File: config.mk
export PLATFORM = sky130hd
export DESIGN_NAME = dma_axi_wb_writer
export DESIGN_NICKNAME = d
export VERILOG_FILES = /design/src/rtl/dma_pkg.sv /design/src/rtl/rr_arbiter.sv /design/src/rtl/dma_axi_wb_writer.sv
export SDC_FILE = /design/constraint.sdc
export NUM_CORES = 1
export LEC_CHECK = 0
export ABC_AREA = 0
export BUFFER_PORTS_ARGS = -buffer_cell sky130_fd_sc_hd__buf_4
export CORE_AREA = 8 8 94 96
export CTS_CLUSTER_DIAMETER = 200
export DETAILED_ROUTE_END_ITERATION = 6
export DIE_AREA = 0 0 102 104
export GPL_TIMING_DRIVEN = 0
export HOLD_SLACK_MARGIN = 0.08
export PLACE_DENSITY = 0.78
export SETUP_SLACK_MARGIN = 0.1
export SYNTH_ARGS = -nofsm -noshare
export SYNTH_HDL_FRONTEND = slang
export SYNTH_SLANG_ARGS = --single-unit
File: constraint.sdc
create_clock -name cpu_clk -period 2.25 [get_ports cpu_clk]
set_clock_uncertainty 0.1 [all_clocks]
set_input_delay 0.225 -clock cpu_clk [delete_from_list [all_inputs] [get_ports cpu_clk]]
set_output_delay 0.225 -clock cpu_clk [all_outputs]
set_load 0.005 [all_outputs]
File: src/rtl/dma_pkg.sv
// Shared AXI constants, FSM state encoding and beat-size helper for the write-back DMA engine.
package dma_pkg;

    localparam logic [1:0] AXI_BURST_INCR = 2'b01;
    localparam logic [1:0] AXI_RESP_OKAY   = 2'b00;
    localparam logic [1:0] AXI_RESP_EXOKAY = 2'b01;
    localparam logic [1:0] AXI_RESP_SLVERR = 2'b10;
    localparam logic [1:0] AXI_RESP_DECERR = 2'b11;

    typedef enum logic [2:0] {
        ST_IDLE = 3'd0,
        ST_AW   = 3'd1,
        ST_W    = 3'd2,
        ST_B    = 3'd3,
        ST_DONE = 3'd4
    } state_t;

    // AXI AxSIZE encoding for a given data bus width in bits.
    function automatic int beat_size(input int data_width);
        return $clog2(data_width / 8);
    endfunction

endpackage

File: src/rtl/rr_arbiter.sv
// Round-robin arbiter: grants the first set request at or after the pointer,
// returning both a one-hot grant and the binary index.
module rr_arbiter #(
    parameter int NUM_CH = 2,
    parameter int IDX_W  = 1
) (
    input  logic [NUM_CH-1:0] i_req,
    input  logic [IDX_W-1:0]  i_ptr,
    output logic [NUM_CH-1:0] o_gnt,
    output logic [IDX_W-1:0]  o_idx,
    output logic              o_any
);

    int w_c;

    always_comb begin
        o_gnt = '0;
        o_idx = '0;
        o_any = 1'b0;
        w_c   = 0;
        for (int i = 0; i < NUM_CH; i++) begin
            w_c = int'(i_ptr) + i;
            if (w_c >= NUM_CH) w_c = w_c - NUM_CH;
            if (!o_any && i_req[w_c]) begin
                o_any      = 1'b1;
                o_gnt[w_c] = 1'b1;
                o_idx      = IDX_W'(w_c);
            end
        end
    end

endmodule

File: src/rtl/dma_axi_wb_writer.sv
// Multi-channel cache write-back DMA: round-robin request arbitration, one AXI4 INCR burst per grant.
// Optional 4 KB crossing reject enabled by defining DMA_WB_BOUNDARY_CHECK_EN.
module dma_axi_wb_writer
    import dma_pkg::*;
#(
    parameter int NUM_CH     = 2,
    parameter int ADDR_WIDTH = 32,
    parameter int DATA_WIDTH = 32,
    parameter int LEN_WIDTH  = 8,
    localparam int IDX_W     = (NUM_CH > 1) ? $clog2(NUM_CH) : 1
) (
    input  logic                         cpu_clk,
    input  logic                         cpu_rst_n,
    input  logic [NUM_CH-1:0]            wb_req,
    input  logic [NUM_CH*ADDR_WIDTH-1:0] wb_addr,
    input  logic [NUM_CH*LEN_WIDTH-1:0]  wb_len,
    output logic [NUM_CH-1:0]            wb_done,
    output logic [NUM_CH-1:0]            wb_err,
    input  logic [DATA_WIDTH-1:0]        wb_data,
    input  logic                         wb_data_valid,
    output logic                         wb_data_ready,
    output logic [IDX_W-1:0]             wb_data_ch,
    output logic [ADDR_WIDTH-1:0]        m_awaddr,
    output logic [7:0]                   m_awlen,
    output logic [2:0]                   m_awsize,
    output logic [1:0]                   m_awburst,
    output logic                         m_awvalid,
    input  logic                         m_awready,
    output logic [DATA_WIDTH-1:0]        m_wdata,
    output logic [DATA_WIDTH/8-1:0]      m_wstrb,
    output logic                         m_wlast,
    output logic                         m_wvalid,
    input  logic                         m_wready,
    input  logic [1:0]                   m_bresp,
    input  logic                         m_bvalid,
    output logic                         m_bready,
    output logic [2:0]                   dbg_state
);

    // Handshake rule on every channel: a transfer happens on a clock edge where
    // valid and ready are both high; a source holds valid and payload until then.

    localparam int SIZE = beat_size(DATA_WIDTH);
    localparam logic [ADDR_WIDTH-1:0] ALIGN_MASK = ~((ADDR_WIDTH'(1) << SIZE) - 1'b1);

    state_t                  r_state, w_next;
    logic [IDX_W-1:0]        r_ptr, r_ch;
    logic [NUM_CH-1:0]       r_gnt;
    logic [ADDR_WIDTH-1:0]   r_addr;
    logic [LEN_WIDTH-1:0]    r_len, r_cnt;
    logic                    r_err;

    logic [NUM_CH-1:0]       w_gnt;
    logic [IDX_W-1:0]        w_idx;
    logic                    w_any;
    logic [ADDR_WIDTH-1:0]   w_gnt_addr, w_aligned;
    logic [LEN_WIDTH-1:0]    w_gnt_len;
    logic                    w_beat, w_last, w_reject;

    rr_arbiter #(.NUM_CH(NUM_CH), .IDX_W(IDX_W)) u_arb (
        .i_req (wb_req),
        .i_ptr (r_ptr),
        .o_gnt (w_gnt),
        .o_idx (w_idx),
        .o_any (w_any)
    );

    assign w_gnt_addr = wb_addr[w_idx*ADDR_WIDTH +: ADDR_WIDTH];
    assign w_gnt_len  = wb_len[w_idx*LEN_WIDTH +: LEN_WIDTH];
    assign w_aligned  = w_gnt_addr & ALIGN_MASK;
    assign w_beat     = (r_state == ST_W) && wb_data_valid && m_wready;
    assign w_last     = (r_cnt == r_len);

`ifdef DMA_WB_BOUNDARY_CHECK_EN
    logic [ADDR_WIDTH-1:0] w_bytes, w_end;
    assign w_bytes  = (ADDR_WIDTH'(w_gnt_len) + 1'b1) << SIZE;
    assign w_end    = w_aligned + w_bytes - 1'b1;
    assign w_reject = (w_end[ADDR_WIDTH-1:12] != w_aligned[ADDR_WIDTH-1:12]);
`else
    assign w_reject = 1'b0;
`endif

    always_ff @(posedge cpu_clk or negedge cpu_rst_n) begin
        if (!cpu_rst_n) r_state <= ST_IDLE;
        else            r_state <= w_next;
    end

    always_comb begin
        w_next        = r_state;
        m_awvalid     = 1'b0;
        m_wvalid      = 1'b0;
        m_wlast       = 1'b0;
        wb_data_ready = 1'b0;
        m_bready      = 1'b0;
        wb_done       = '0;
        wb_err        = '0;
        case (r_state)
            ST_IDLE: if (w_any) w_next = w_reject ? ST_DONE : ST_AW;
            ST_AW: begin
                m_awvalid = 1'b1;
                if (m_awready) w_next = ST_W;
            end
            ST_W: begin
                m_wvalid      = wb_data_valid;
                wb_data_ready = m_wready;
                m_wlast       = w_last;
                if (w_beat && w_last) w_next = ST_B;
            end
            ST_B: begin
                m_bready = 1'b1;
                if (m_bvalid) w_next = ST_DONE;
            end
            ST_DONE: begin
                wb_done = r_gnt;
                wb_err  = r_err ? r_gnt : '0;
                w_next  = ST_IDLE;
            end
            default: w_next = ST_IDLE;
        endcase
    end

    always_ff @(posedge cpu_clk or negedge cpu_rst_n) begin
        if (!cpu_rst_n) begin
            r_ptr  <= '0;
            r_ch   <= '0;
            r_gnt  <= '0;
            r_addr <= '0;
            r_len  <= '0;
            r_cnt  <= '0;
            r_err  <= 1'b0;
        end else begin
            if (r_state == ST_IDLE && w_any) begin
                r_addr <= w_aligned;
                r_len  <= w_gnt_len;
                r_ch   <= w_idx;
                r_gnt  <= w_gnt;
                r_err  <= w_reject;
                r_cnt  <= '0;
                if (int'(w_idx) == NUM_CH - 1) r_ptr <= '0;
                else                           r_ptr <= w_idx + 1'b1;
            end
            if (w_beat) r_cnt <= w_last ? '0 : r_cnt + 1'b1;
            // SLVERR and DECERR both have bit 1 set; OKAY/EXOKAY are success.
            if (r_state == ST_B && m_bvalid)
                r_err <= (m_bresp == AXI_RESP_SLVERR) || (m_bresp == AXI_RESP_DECERR);
        end
    end

    assign m_awaddr   = r_addr;
    assign m_awlen    = 8'(r_len);
    assign m_awsize   = 3'(SIZE);
    assign m_awburst  = AXI_BURST_INCR;
    assign m_wdata    = wb_data;
    assign m_wstrb    = '1;
    assign wb_data_ch = r_ch;
    assign dbg_state  = r_state;

endmodule

==> results of run 1 <==
==> synth_stat cells, types with 2 or more instances <==
| master | n |
|---|---|
| xor2_1 | 2 |
| a21o_1 | 4 |
| conb_1 | 2 |
| dfrtp_1 | 54 |
| nand2_1 | 8 |
| buf_4 | 44 |
| and3_1 | 4 |
| o21ai_0 | 2 |
| a221o_1 | 4 |
| clkbuf_1 | 6 |
| nor2_1 | 5 |
| buf_2 | 8 |
| xnor2_1 | 8 |
| nand3_1 | 2 |
| nor3_1 | 2 |
| a21oi_1 | 3 |
| and4_1 | 3 |
| a22o_1 | 3 |
| and2_1 | 3 |
| nand2b_1 | 2 |
| inv_1 | 41 |
| a222oi_1 | 38 |
==> kinds of logic after synthesis <==
group | Yosys count | synth area share, %
buffers and inverters | 100 | 19.67
AOI/OAI and AO/OA | 61 | 19.71
DFF | 54 | 47.62
xor gates and xnor gates | 10 | 3.087
muxes | 1 | 0.3968
and+or+nand+nor | 40 | 8.819
adders and majority gates | 1 | 0.4408
other | 2 | 0.2646
==> path summary, 6_finish.rpt <==
check / startpoint / end / slack (ps) / depth (start not counted)
hold / removal: m_awready / dbg_state[1]$_DFFE_PN0P_ / 160 / 3
max in group asynchronous: cpu_rst_n / m_awaddr[4]$_DFFE_PN0P_ / 1170 / 2
setup / recovery: dbg_state[1]$_DFFE_PN0P_ / m_awaddr[7]$_DFFE_PN0P_ / 210 / 6
min in group asynchronous: cpu_rst_n / r_cnt[7]$_DFFE_PN0P_ / 410 / 2
hold reg to reg: wb_data_ch$_DFFE_PN0P_ / wb_data_ch$_DFFE_PN0P_ / 390 / 1
setup reg to reg: dbg_state[1]$_DFFE_PN0P_ / m_awaddr[7]$_DFFE_PN0P_ / 210 / 6
==> final cells by class <==
cell class / count / area, um^2 / share of cell area, %
timing repair buffer: 246 / 2044 / 39.56
sequential: 54 / 1351 / 26.15
multi-input combinational: 124 / 968.4 / 18.74
buffer: 59 / 406.6 / 7.869
inverter: 41 / 153.9 / 2.978
tap: 102 / 127.6 / 2.470
clock buffer: 6 / 82.58 / 1.598
clock inverter: 1 / 30.03 / 0.5811
antenna: 1 / 2.502 / 0.04843
==> through the flow <==
step           area (um^2)  hold slack (ps)
6_report              5167            156.9
5_1_grt               5167            151.8
4_1_cts               5156            155.4
3_5_place_dp          4253            216.9
3_3_place_gp          4253            219.6
2_1_floorplan         2872           -170.6
==> report_power, final <==
group          leakage (nW)  internal [mW]  switching [mW]  total, mW
Combinational          2.02           1.32            1.08       2.40
Clock                0.0573          0.357           0.320      0.677
Sequential            0.685           1.38           0.337       1.71
==> repair_timing <==
item | in CTS | in global routing
resized for setup | 0 | 5
setup buffers | 0 | 0
setup endpoints to repair | 0 | 23
hold buffers | 79 | 0
endpoints found under the hold margin | 94 | 0
==> state kept, by name (all words and copies together) (netlist names) <==
| signal | cells |
|---|---|
| r_err | 1 |
| wb_data_ch | 1 |
| r_gnt | 2 |
| r_cnt | 8 |
| m_awaddr | 30 |
| m_awlen | 8 |
| r_ptr | 1 |
| dbg_state | 3 |
==> routing by layer <==
layer / wire length [um] / GRT usage (%)
met1: 3834 / 20.44
met2: 6312 / 39.53
met3: 1144 / 7.564
met4: 427 / 8.919
met5: 0 / 0
==> critical path: stages, from the launching register on <==
cell      delay, ps
dfrtp_1         390
buf_4           170
nor3_4          260
o21ai_2         190
clkbuf_2        250
a222oi_1        460
inv_1            90
==> out/results.ini, run 1 <==
[timing]
setup_viol = 0
relSlewSlack_pct = 53.20
timing.final.ws_setup_ps = 212.5
finalCriticalPeriod_ps = 2037
max_freq_mhz = 490.8
final_hold_viol_count = 0
rsz0062_at_grt = no
finalCritPeriodShare_pct = 90.55
worstMarginPinSlew_ps = 702.0
maxSlewViolCount = 0
tns_ps = 0

[floorplanning]
die_area_um2 = 10610
core_area_um2 = 7447
fp.dieW_um = 102
fp.dieH_um = 104
rows = 32
initial_core_util_pct = 38.10
io_pins = 216

[synth]
ys_top_cells_by_area = dfrtp_1 (48%), a222oi_1 (13%), buf_4 (12%), inv_1 (5.4%), xnor2_1 (2.5%)
ys_ff_latch = 54
yosysSeqAreaShare_pct = 47.62
synthFlopType = dfrtp_1
synthArstFlopShare_pct = 100.0
yosysTopAreaCell = dfrtp_1
synth_top_area_share_pct = 47.62
postSynthAreaPerCell_um2 = 10.55
synthCells = 269
synth_cell_types = 43
synth_edf_count = 0
syn-cell-area_um2 = 2838
ys.warnings.count = 0

[routing]
wl_per_cell_um = 18.48
drt_wl_total_um = 11720
drt_iter0_drc = 302
routed_via_density = 5.006
post-route-drc-count = 1
num_vias = 3174
postRouteAntennaNets = 0
firstDrtPassIters = 7

[outcome]
outcome = complete, but fails checks
violations = DRC

[setup_path]
end_kind = flop
start_kind = flop
path_class = reg2reg
cp_max_fo = 10
crit_arrival_ps = 2120
cp.required_ps = 2330

[clocking]
clk_latency_ps = 310
cts_buffers = 5
cts.clk_slew.worst_paths_ps = 90
cts.sinks = 54
cts-htree-levels = 2
tritoncts = built
cts_root_buffer = clkbuf_8
clockBufferDepth = 2

[placed_design]
routabilityCongestion = 0.7924
dp.cells = 547
dp_hpwl_um = 7752
pre_cts_ws_ps = 208.5
portBuffers = 167

[global_route]
grt_first_pass_wirelength_um = 18060
grt_overflow = 0
grt_pass1_vias = 3583
grtUsageTotal_pct = 21.39
grt_max_degree = 55
antenna_found_initial = 1

[flow_run]
drv_cap = 0

[pwr]
p_per_area_nw_per_um2 = 927.4
p_leak_nw = 2.766
ir_drop_mv = 0.5427
power.total_mw = 4.792

[layout]
mostFrequentLayoutCells = buf_4 (211), dlygate4sd3_1 (79), dfrtp_1 (54)
fin_util_pct = 69.39
num-fill-cells = 560
drive_gt1_share_pct = 44.82
final_common_cell = buf_4
final_cells = 634
fin_nets = 654
syn_to_final_growth_pct = 82.10

[worst_hold_path]
holdCritPathClass = in2reg

No activity file was read; power rests on OpenSTA's default activity.
==> run 2: changes to the inputs <==
- clock period: 2.25 -> 2.05 ns (I/O delays scaled with it)
==> out/results.ini, run 2 (synthesized netlist as in run 1, its figures left out) <==
[layout]
syn_to_final_growth_pct = 90.56
drive_gt1_share_pct = 49.73
mostFrequentLayoutCells = buf_4 (233), dlygate4sd3_1 (79), dfrtp_1 (47)
largest_reg_flops = 30
final_common_cell = buf_4
final_area_um2 = 5408
fin_nets = 676

[global_route]
antenna_found_initial = 1
grt_max_degree = 55
grt_pass1_vias = 3587
grtUsageTotal_pct = 21.39
grt_overflow = 0
grt_first_pass_wirelength_um = 18120

[timing]
final_hold_viol_count = 0
setup_viol = 0
rsz0062_at_grt = yes
worstMarginPinSlew_ps = 703.5
maxSlewViolCount = 0
max_freq_mhz = 520.6
tns_ps = 0
relSlewSlack_pct = 53.10
finalCritPeriodShare_pct = 93.69
finalCriticalPeriod_ps = 1921

[clocking]
clockBufferDepth = 2
clk_latency_ps = 310
cts_root_buffer = clkbuf_8
tritoncts = built
cts_buffers = 5
cts.sinks = 54
cts.clk_slew.worst_paths_ps = 100
cts-htree-levels = 2

[routing]
dr_wl_met3_um = 1243
drt_wl_total_um = 12410
postRouteAntennaNets = 0
drt_iter0_drc = 260
wl_met1_um = 3963
num_vias = 3300
wl_met2_um = 6777
routed_via_density = 5.030
firstDrtPassIters = 7
highest_layer = met4
post-route-drc-count = 0
wl_per_cell_um = 18.91

[placed_design]
dpl_cell_area_um2 = 4253
routabilityCongestion = 0.7924
dp_hpwl_um = 7752
portBuffers = 167

[setup_path]
end_kind = flop
cp.required_ps = 2150
start_kind = flop
path_class = reg2reg
cp_max_fo = 9
crit_arrival_ps = 2020

[floorplanning]
die_area_um2 = 10610
rows = 32
initial_core_util_pct = 38.10
io_pins = 216
fp.dieW_um = 102
fp.dieH_um = 104
core_area_um2 = 7447

[pwr]
p_leak_nw = 2.891
p_per_area_nw_per_um2 = 1038
ir_drop_mv = 0.6289
power.total_mw = 5.614

[flow_run]
drv_cap = 0

[outcome]
outcome = finished, final reports clean

[worst_hold_path]
holdCritPathClass = in2reg

## run 2: worst paths after layout
kind                                     startpoint  slack, ps                  endpoint  cells past startpoint
min reg2reg                  wb_data_ch$_DFFE_PN0P_        390    wb_data_ch$_DFFE_PN0P_                      1
max in group asynchronous                 cpu_rst_n        940  dbg_state[2]$_DFFE_PN0P_                      2
min                                       m_awready        140  dbg_state[1]$_DFFE_PN0P_                      3
max                        dbg_state[1]$_DFFE_PN0P_        130      r_cnt[5]$_DFFE_PN0P_                      7
max reg2reg                dbg_state[1]$_DFFE_PN0P_        130      r_cnt[5]$_DFFE_PN0P_                      7
min in group asynchronous                 cpu_rst_n        390      r_cnt[7]$_DFFE_PN0P_                      2
## run 2: critical path, cell delays in order, from the launching register on
cell     delay (ps)
dfrtp_1         390
buf_4           170
nor3_4          250
o21ai_4         150
buf_4           160
and2_4          130
buf_6           130
a221o_1         350
## run 2: layout make-up
| cell class | instances | area [um^2] |
|---|---|---|
| Timing Repair Buffer | 268 | 2210 |
| Fill cell | 540 | 2039 |
| Sequential cell | 54 | 1360 |
| Multi-Input combinational cell | 124 | 1027 |
| Buffer | 59 | 414.1 |
| Inverter | 41 | 153.9 |
| Tap cell | 102 | 127.6 |
| Clock buffer | 6 | 82.58 |
| Clock inverter | 1 | 30.03 |
| Antenna cell | 1 | 2.502 |
## run 2: layer usage
| metal | up-vias | global-route usage [%] |
|---|---|---|
| met2 | 194 | 39.43 |
| met3 | 37 | 7.162 |
| met1 | 1572 | 20.63 |
| met5 | - | 0 |
| li1 | 1497 | - |
| met4 | 0 | 9.234 |
## run 2: what timing repair did
| action | in CTS | in global routing |
|---|---|---|
| hold buffers | 79 | 0 |
| buffers inserted | 1 | 21 |
| pin swaps | 0 | 8 |
| setup endpoints to repair | 21 | 43 |
| gates resized for setup | 6 | 18 |
| endpoints found under the hold margin | 94 | 0 |
| gates cloned | 0 | 0 |
## run 2: through the flow
| stage | hold slack [ps] | util (%) | setup slack (ps) | std cells |
|---|---|---|---|---|
| finish | 136.4 | 72.61 | 129.3 | 656 |
| global route | 131.2 | 72.61 | 39.43 | 656 |
| CTS | 135.4 | 69.52 | 70.18 | 634 |
| detailed placement | 196.9 | 57.11 | 8.514 | 547 |
| global placement | 199.6 | 57.11 | 31.95 | 547 |
| floorplan | -190.6 | - | 355.3 | 278 |
## run 2: report_power, final
group | internal [mW] | switching (mW) | total [mW]
Combinational | 1.68 | 1.31 | 2.99
Sequential | 1.52 | 0.368 | 1.89
Clock | 0.392 | 0.351 | 0.742
